**config.mk**
```make
export PLATFORM = sky130hd
export DESIGN_NAME = tlb_refill
export DESIGN_NICKNAME = d
export VERILOG_FILES = /design/src/rtl/tlb_refill_pkg.sv /design/src/rtl/tlb_refill_lru_victim.sv /design/src/rtl/tlb_refill.sv
export SDC_FILE = /design/constraint.sdc
export NUM_CORES = 1
export LEC_CHECK = 0
export CORE_UTILIZATION = 45
export CTS_CLUSTER_DIAMETER = 80
export CTS_CLUSTER_SIZE = 40
export DETAILED_ROUTE_END_ITERATION = 16
export SETUP_SLACK_MARGIN = 0.5
export SLEW_MARGIN = 20
export SYNTH_ARGS = -nofsm -noshare
export SYNTH_HDL_FRONTEND = slang
export SYNTH_SLANG_ARGS = --single-unit
```
**constraint.sdc**
```tcl
create_clock -name clk -period 25.5 [get_ports clk]
set_clock_uncertainty 0.1 [all_clocks]
set_input_delay 2.55 -clock clk [delete_from_list [all_inputs] [get_ports clk]]
set_output_delay 2.55 -clock clk [all_outputs]
set_load 0.005 [all_outputs]
```
**src/rtl/tlb_refill_pkg.sv**
```systemverilog
// tlb_refill_pkg: shared widths, address types and miss-handler states for the data-side TLB.
package tlb_refill_pkg;
  localparam int ENTRIES_D = 16;
  localparam int VPN_D = 20;
  localparam int PPN_D = 8;
  localparam int OFF_D = 12;
  localparam int AGE_D = 4;
  typedef logic [VPN_D-1:0] vpn_t;
  typedef logic [PPN_D-1:0] ppn_t;
  typedef logic [VPN_D+OFF_D-1:0] vptr_t;
  typedef logic [PPN_D+OFF_D-1:0] pptr_t;
  typedef enum logic [1:0] {IDLE, REQ, WAIT, FILL} tlb_state_t;
endpackage

```
**src/rtl/tlb_refill_lru_victim.sv**
```systemverilog
// lru_victim: picks the lowest invalid entry, else the oldest entry (lowest index on ties).
module lru_victim #(
  parameter int ENTRIES = 16,
  parameter int AGE_W = 4,
  localparam int IW = $clog2(ENTRIES)
) (
  input  logic [ENTRIES-1:0]            valid,
  input  logic [ENTRIES-1:0][AGE_W-1:0] age,
  output logic [IW-1:0]                 victim
);
  logic          inv_any;
  logic [IW-1:0] inv_idx;
  logic [IW-1:0] old_idx;
  logic [AGE_W-1:0] best;
  always_comb begin
    inv_any = 1'b0;
    inv_idx = '0;
    old_idx = '0;
    best = age[0];
    for (int i = ENTRIES - 1; i >= 0; i--)
      if (!valid[i]) begin
        inv_any = 1'b1;
        inv_idx = IW'(i);
      end
    for (int i = 1; i < ENTRIES; i++)
      if (age[i] > best) begin
        best = age[i];
        old_idx = IW'(i);
      end
  end
  assign victim = inv_any ? inv_idx : old_idx;
endmodule

```
**src/rtl/tlb_refill.sv**
```systemverilog
// tlb_refill: fully associative data TLB with supervisor bypass and page-table-walk refill FSM.
module tlb_refill import tlb_refill_pkg::*; #(
  parameter int ENTRIES = ENTRIES_D,
  parameter int VPN_W = VPN_D,
  parameter int PPN_W = PPN_D,
  parameter int OFF_W = OFF_D,
  parameter int AGE_W = AGE_D,
  localparam int IW = $clog2(ENTRIES)
) (
  input  logic                   clk,
  input  logic                   rst,
  input  logic                   mode,
  input  logic                   lookup_valid,
  input  logic [VPN_W+OFF_W-1:0] vaddr,
  output logic [PPN_W+OFF_W-1:0] paddr,
  output logic                   hit,
  output logic                   stall,
  output logic                   fault,
  input  logic                   flush,
  output logic                   ptw_req_valid,
  input  logic                   ptw_req_ready,
  output logic [VPN_W-1:0]       ptw_req_vpn,
  input  logic                   ptw_resp_valid,
  input  logic [PPN_W-1:0]       ptw_resp_ppn,
  input  logic                   ptw_resp_fault
);
  tlb_state_t state;
  logic [ENTRIES-1:0]            valid;
  logic [ENTRIES-1:0][VPN_W-1:0] vpn;
  logic [ENTRIES-1:0][PPN_W-1:0] ppn;
  logic [ENTRIES-1:0][AGE_W-1:0] age;
  logic [PPN_W-1:0] fill_ppn;
  logic             kill;
  logic             m_any;
  logic [IW-1:0]    m_idx;
  logic [IW-1:0]    victim;
  logic [VPN_W-1:0] vpn_in;
  logic             user_hit;
  logic             user_miss;
  assign vpn_in = vaddr[OFF_W +: VPN_W];
  always_comb begin
    m_any = 1'b0;
    m_idx = '0;
    for (int i = ENTRIES - 1; i >= 0; i--)
      if (valid[i] && vpn[i] == vpn_in) begin
        m_any = 1'b1;
        m_idx = IW'(i);
      end
  end
  assign user_hit = lookup_valid && !mode && state == IDLE && m_any;
  assign user_miss = lookup_valid && !mode && state == IDLE && !m_any;
  assign hit = (lookup_valid && mode) || user_hit;
  assign stall = lookup_valid && !mode && !hit;
  assign paddr = {hit ? (mode ? vaddr[OFF_W +: PPN_W] : ppn[m_idx]) : {PPN_W{1'b0}}, vaddr[OFF_W-1:0]};
  lru_victim #(.ENTRIES(ENTRIES), .AGE_W(AGE_W)) u_victim (
    .valid(valid),
    .age(age),
    .victim(victim)
  );
  always_ff @(posedge clk) begin
    if (rst) begin
      state <= IDLE;
      valid <= '0;
      age <= '0;
      kill <= 1'b0;
      fault <= 1'b0;
      fill_ppn <= '0;
      ptw_req_valid <= 1'b0;
      ptw_req_vpn <= '0;
    end else begin
      fault <= 1'b0;
      if (user_hit)
        for (int i = 0; i < ENTRIES; i++)
          if (IW'(i) == m_idx) age[i] <= '0;
          else if (valid[i] && age[i] != {AGE_W{1'b1}}) age[i] <= age[i] + 1'b1;
      case (state)
        // The requester is dropping its access during the fault pulse, so no new walk starts then.
        IDLE: if (user_miss && !fault) begin
          ptw_req_vpn <= vpn_in;
          ptw_req_valid <= 1'b1;
          state <= REQ;
        end
        REQ: if (ptw_req_ready) begin
          ptw_req_valid <= 1'b0;
          state <= WAIT;
        end
        WAIT: if (ptw_resp_valid) begin
          fault <= ptw_resp_fault;
          fill_ppn <= ptw_resp_ppn;
          state <= ptw_resp_fault ? IDLE : FILL;
        end
        FILL: begin
          if (!kill && !flush) begin
            valid[victim] <= 1'b1;
            vpn[victim] <= ptw_req_vpn;
            ppn[victim] <= fill_ppn;
            age[victim] <= '0;
          end
          state <= IDLE;
        end
        default: state <= IDLE;
      endcase
      kill <= (state == FILL || (state == WAIT && ptw_resp_valid && ptw_resp_fault)) ? 1'b0 :
              (flush && (state == REQ || state == WAIT)) ? 1'b1 : kill;
      if (flush) valid <= '0;
    end
  end
endmodule

```
# == After elaboration in Yosys (flattened, before gate mapping) ==
# Index checks and enable logic that the tools add are counted.
# word_totals
word_cells,365
in_bits,48
output_inout_bits,44
ff_bits,561
# classes
n_addsub,16
muxes,152
magnitude_cmp,18
n_reduce_logical,65
n_eq_ne,53
bitwise,6
# ops
cell,count
two-way mux 4 bit,88
bitwise mux 320 bit,1
equality test 20 bit,16
two-way mux 64 bit,4
bitwise mux 128 bit,1
demux 20 bit (select 4 bit),1
adder 4 x 1 -> 4 bit (second input constant),16
bitwise AND 64 bit,1
!= test 4 bit (second input constant),16
NOT 64 bit,1
> comparator 4 bit,15
logical AND 1 bit,44
two-way mux 1 bit,36
binary-select mux 8 bit (select 4 bit),1
demux 8 bit (select 4 bit),1
equality test 4 bit (first input constant),8
two-way mux 8 bit,4
two-way mux 20 bit,1
demux 4 bit (select 4 bit),1
equality test 3 x 4 -> 1 bit (first input constant),4
bitwise OR 16 bit,1
two-way mux 2 bit,6
two-way mux 3 bit,4
less-than comparator 4 x 5 -> 1 bit (second input constant),2
other kinds (20),37

# == Logic depth before layout (Yosys ltp) ==
# depth
word_depth,39
ltp_mapped,134
depth_no_buf,129

# == By module ==
# From an unflattened synthesis, not the netlist that was laid out.
# hier_totals
cells_unflattened,2405
hier_area_um2,28438.5
# by_module_without_submodules
module,n_inst,seq_area_each_um2,cells_each,area_per_inst_um2
tlb_refill,1,15715.1,1890,25059.0
lru_victim,1,0.0,515,3379.5

# == Worst setup path after synthesis ==
# No wires, ideal clock.
# synth_path
path_kind,register to register
from,"reg, netlist name age[1]"
to,reg ppn[24] (netlist name) (enable)
setup_time_ps,413
n_path_buf,6
synth_period_minus_slack_ps,23844
path_stages_with_launch,129
slack_ps,1656
required_time_ps,24987
arrival_ps,23331
path_cell_list,dfxtp_1 inv_1 ha_1 nand2b_1 a21o_1 buf_6 a21oi_1 nor2_1 a21oi_1 ha_1 and2_1 a21boi_1 o22ai_1 nand2_1 o21ai_0 nor2_1 a21oi_1 inv_1 (+93 left out) clkbuf_1 nor2_1 a21o_1 ha_1 nor2b_1 o21ai_0 nand2b_1 a21oi_1 a41o_1 and3_1 nand2_1 nor2_1 nand2_1 a21oi_1 a31oi_2 or2_1 buf_2 nor2_1
# synth_rtl
item,line,source
"end signal, assigned by index",tlb_refill.sv:96,ppn[victim] <= fill_ppn;
"end, declared",tlb_refill.sv:30,logic [ENTRIES-1:0][PPN_W-1:0] ppn;

==> metrics.txt <==
initial antenna violation count 3; TritonCTS sink count 561; die width 251 um; clk_lat worst skew 640 ps; CP most frequent cell ha_1; Final period util 0.925; CTS Buffer Depth 3; Syn Nets between 2000 and 2500; CTS tree done; TritonCTS buffer count 27; setup tns final 0 ps; Total GRT Usage 0.251; Worst setup SP type flip-flop; worst slew pin tran ~1100 ps; share of layout cells above drive strength 1 0.118; grt total ovfl 0; crit path max fanout 20; Tmin final ~24000 ps; HPWL Detailed just over 50000 um; peak supply drop 0.0736 mV; Setup Viol. Count Final 0; Netlist cell types 100; WHS 420 ps; WP data arrival 23820 ps; routed vias 19500; FILL cells approximately 5300; die height 251 um; Hold Crit Class reg2reg; nets@finish between 2000 and 3000; worst setup path start age[1]$_SDFF_PP0_; FF-to-FF Start age[1]$_SDFF_PP0_; DR iter-0 viols 1792; CP peak stage delay 450 ps; clock-pin slew on the worst setup and hold paths 120 ps; final core utilization 0.511; outcome finished, final reports clean; FF+latch count, synth 561; CP endpoint kind flip-flop; Mapped Area 28000 um2; GPL Wtd Cong 0.875; drt pass-1 iters 7; Mean Syn Cell Area 11.7 um2; Core ar. between 60000 and 70000 um2; async set-reset flop share out of synthesis 0; Worst Path Required 25740 ps; IO Port Bufs 67; # rows 91; critical path class reg2reg; largest net degree at the start of global routing 82; Fin. Hold Viols 0; Fmax 42.4 MHz; final routed DRC violation total 0; pwr dens 55.2 nW/um2; # IOs 92; Ys Warns 0; die footprint 63200 um2; vias per cell 5.88; vias in the first global route between 15000 and 20000; sequential-to-total area share from yosys stat 0.562; RSZ-0062 raised after global routing no; Final ANT Viol Nets 0; global-route wire length before repair roughly 120000 um; Hold Crit Start kill$_SDFFE_PP0P_; total power 1.74 mW; CTS Hold Bufs 0; WL/cell between 20 and 25 um; H-tree levels 1; max-slew violations 0; initial core utilization 0.454; WL final roughly 81000 um; critical path's slowest cell or3b_2; static leakage 10.5 nW; clock root cell clkbuf_16; Gate Count Post-Synth 2393; Synth Flop Type edfxtp_1; number of synthesized flops with an enable pin 448; Rel. slew slack 0.240; maxcap violations 0; P&R area growth vs syn 12.6%
## logic make-up (layout without fill, tap and decap cells)
logic type | Yosys count | count (layout) | synth area share
other | 0 | 2 | 0
AO/OA/AOI/OAI | 438 | 438 | 0.109
AND/OR/NAND/NOR | 699 | 699 | 0.129
XOR/XNOR | 364 | 364 | 0.114
adder cells (fa/ha/maj) | 60 | 60 | 0.0266
buffers and inverters | 194 | 284 | 0.0318
flip-flops | 561 | 561 | 0.562
multiplexers | 77 | 77 | 0.0284
## cells in the mapped netlist, types with 6 or more instances
cell type  count  area, um2
edfxtp_1     448      13500
a211oi_1      39        293
a211o_1        7       61.3
o21a_1        17        128
nand2_1      148        556
nor4_1        48        300
o21ai_0       46        230
buf_6         12        135
mux2_2        16        180
clkbuf_1      76        285
nor3_1        53        265
buf_1         11       41.3
mux2i_1       59        591
o22ai_1       21        131
buf_4         15        113
a21oi_1      129        646
dfxtp_1      113       2260
o211a_1        6       60.1
xor2_1       139       1220
a31o_2         7       61.3
and3_1        18        113
buf_2          6       30.0
ha_1          56        701
and2_1        14       87.6
o21ai_1       14       70.1
nand2b_1      22        138
a21boi_0       6       45.0
nor2b_1       46        288
nand4_1       93        582
a21o_1        17        128
a32oi_1        6       52.6
xnor2_1      225       1970
nor2_1       162        608
a221oi_1       6       52.6
inv_1         72        270
o211ai_1      10       75.1
nand3_1       43        215
a31oi_1       41        257
## path summary, 6_finish.rpt
path	end	slack [ps]	cells past startpoint
setup / recovery	vpn[135]$_DFFE_PP_	1920	121
hold / removal	kill$_SDFFE_PP0P_	420	2
setup reg to reg	vpn[135]$_DFFE_PP_	1920	121
hold reg to reg	kill$_SDFFE_PP0P_	420	2
## flip-flops by register name (all words and copies together), names as in the netlist
signal / cells
valid: 16
fill_ppn: 8
ptw_req_valid: 1
ptw_req_vpn: 20
vpn: 320
state: 2
fault: 1
age: 64
ppn: 128
kill: 1
## critical path, delay by kind of cell (launching register included)
family          cells  cell delay (ps)
mux                 9             2800
buf+inv            11             1030
flops               1              380
compound gates     50             9270
simple gates       34             4830
fa+ha+maj          17             4770
## layout by cell type (no fill, tap or decap), drive strengths merged, types with 39 or more instances in the layout
cell type,synthesis,layout
nor3,61,61
ha,56,56
nor2,162,162
dfxtp,113,113
a21oi,129,129
a31oi,46,46
inv,72,87
nand3,43,43
nor4,50,50
a211oi,39,39
edfxtp,448,448
clkdlybuf4s50,0,63
xnor2,225,225
buf,44,97
nor2b,46,46
nand2,150,150
o21ai,61,61
nand4,94,94
xor2,139,139
mux2i,60,60
## where the power goes
group / switching (mW) / internal [mW]
Sequential: 0.0175 / 1.00
Clock: 0.362 / 0.234
Combinational: 0.0800 / 0.0446
## layout make-up
| class | instances | area, um2 | share of cell area |
|---|---|---|---|
| flip-flops and latches | 561 | 15700 | 0.499 |
| multi-input cells | 1638 | 11800 | 0.375 |
| repair buffers | 161 | 1520 | 0.0482 |
| well taps | 837 | 1050 | 0.0332 |
| clock buffers | 27 | 676 | 0.0214 |
| clock inverters | 23 | 455 | 0.0145 |
| inverters | 73 | 274 | 0.00870 |
| diodes | 2 | 5.00 | 0.000159 |
## what timing repair did
item,in CTS,in global routing
resized for setup,26,68
setup buffers,3,24
cloned,0,1
pin swaps,3,14
setup endpoints to repair,528,528
endpoints found under the hold margin,0,0
## through the flow
step,setup WS (ps),cell area [um2],instances
floorplan,1660,28000,2393
global placement,473,29800,3242
detailed placement,-681,29800,3242
CTS,555,31000,3295
global route,340,31500,3320
finish,1920,31500,3322
## metal layers
layer	share of wire	GRT usage	vias up	routed length, um
met5	0	0	-	0
met4	0.023	0.0598	0	1870
met2	0.50	0.441	718	40500
met1	0.41	0.334	9768	33200
li1	-	-	8944	-
met3	0.064	0.0241	103	5150
Note: power is estimated with default switching activity, not from simulation.
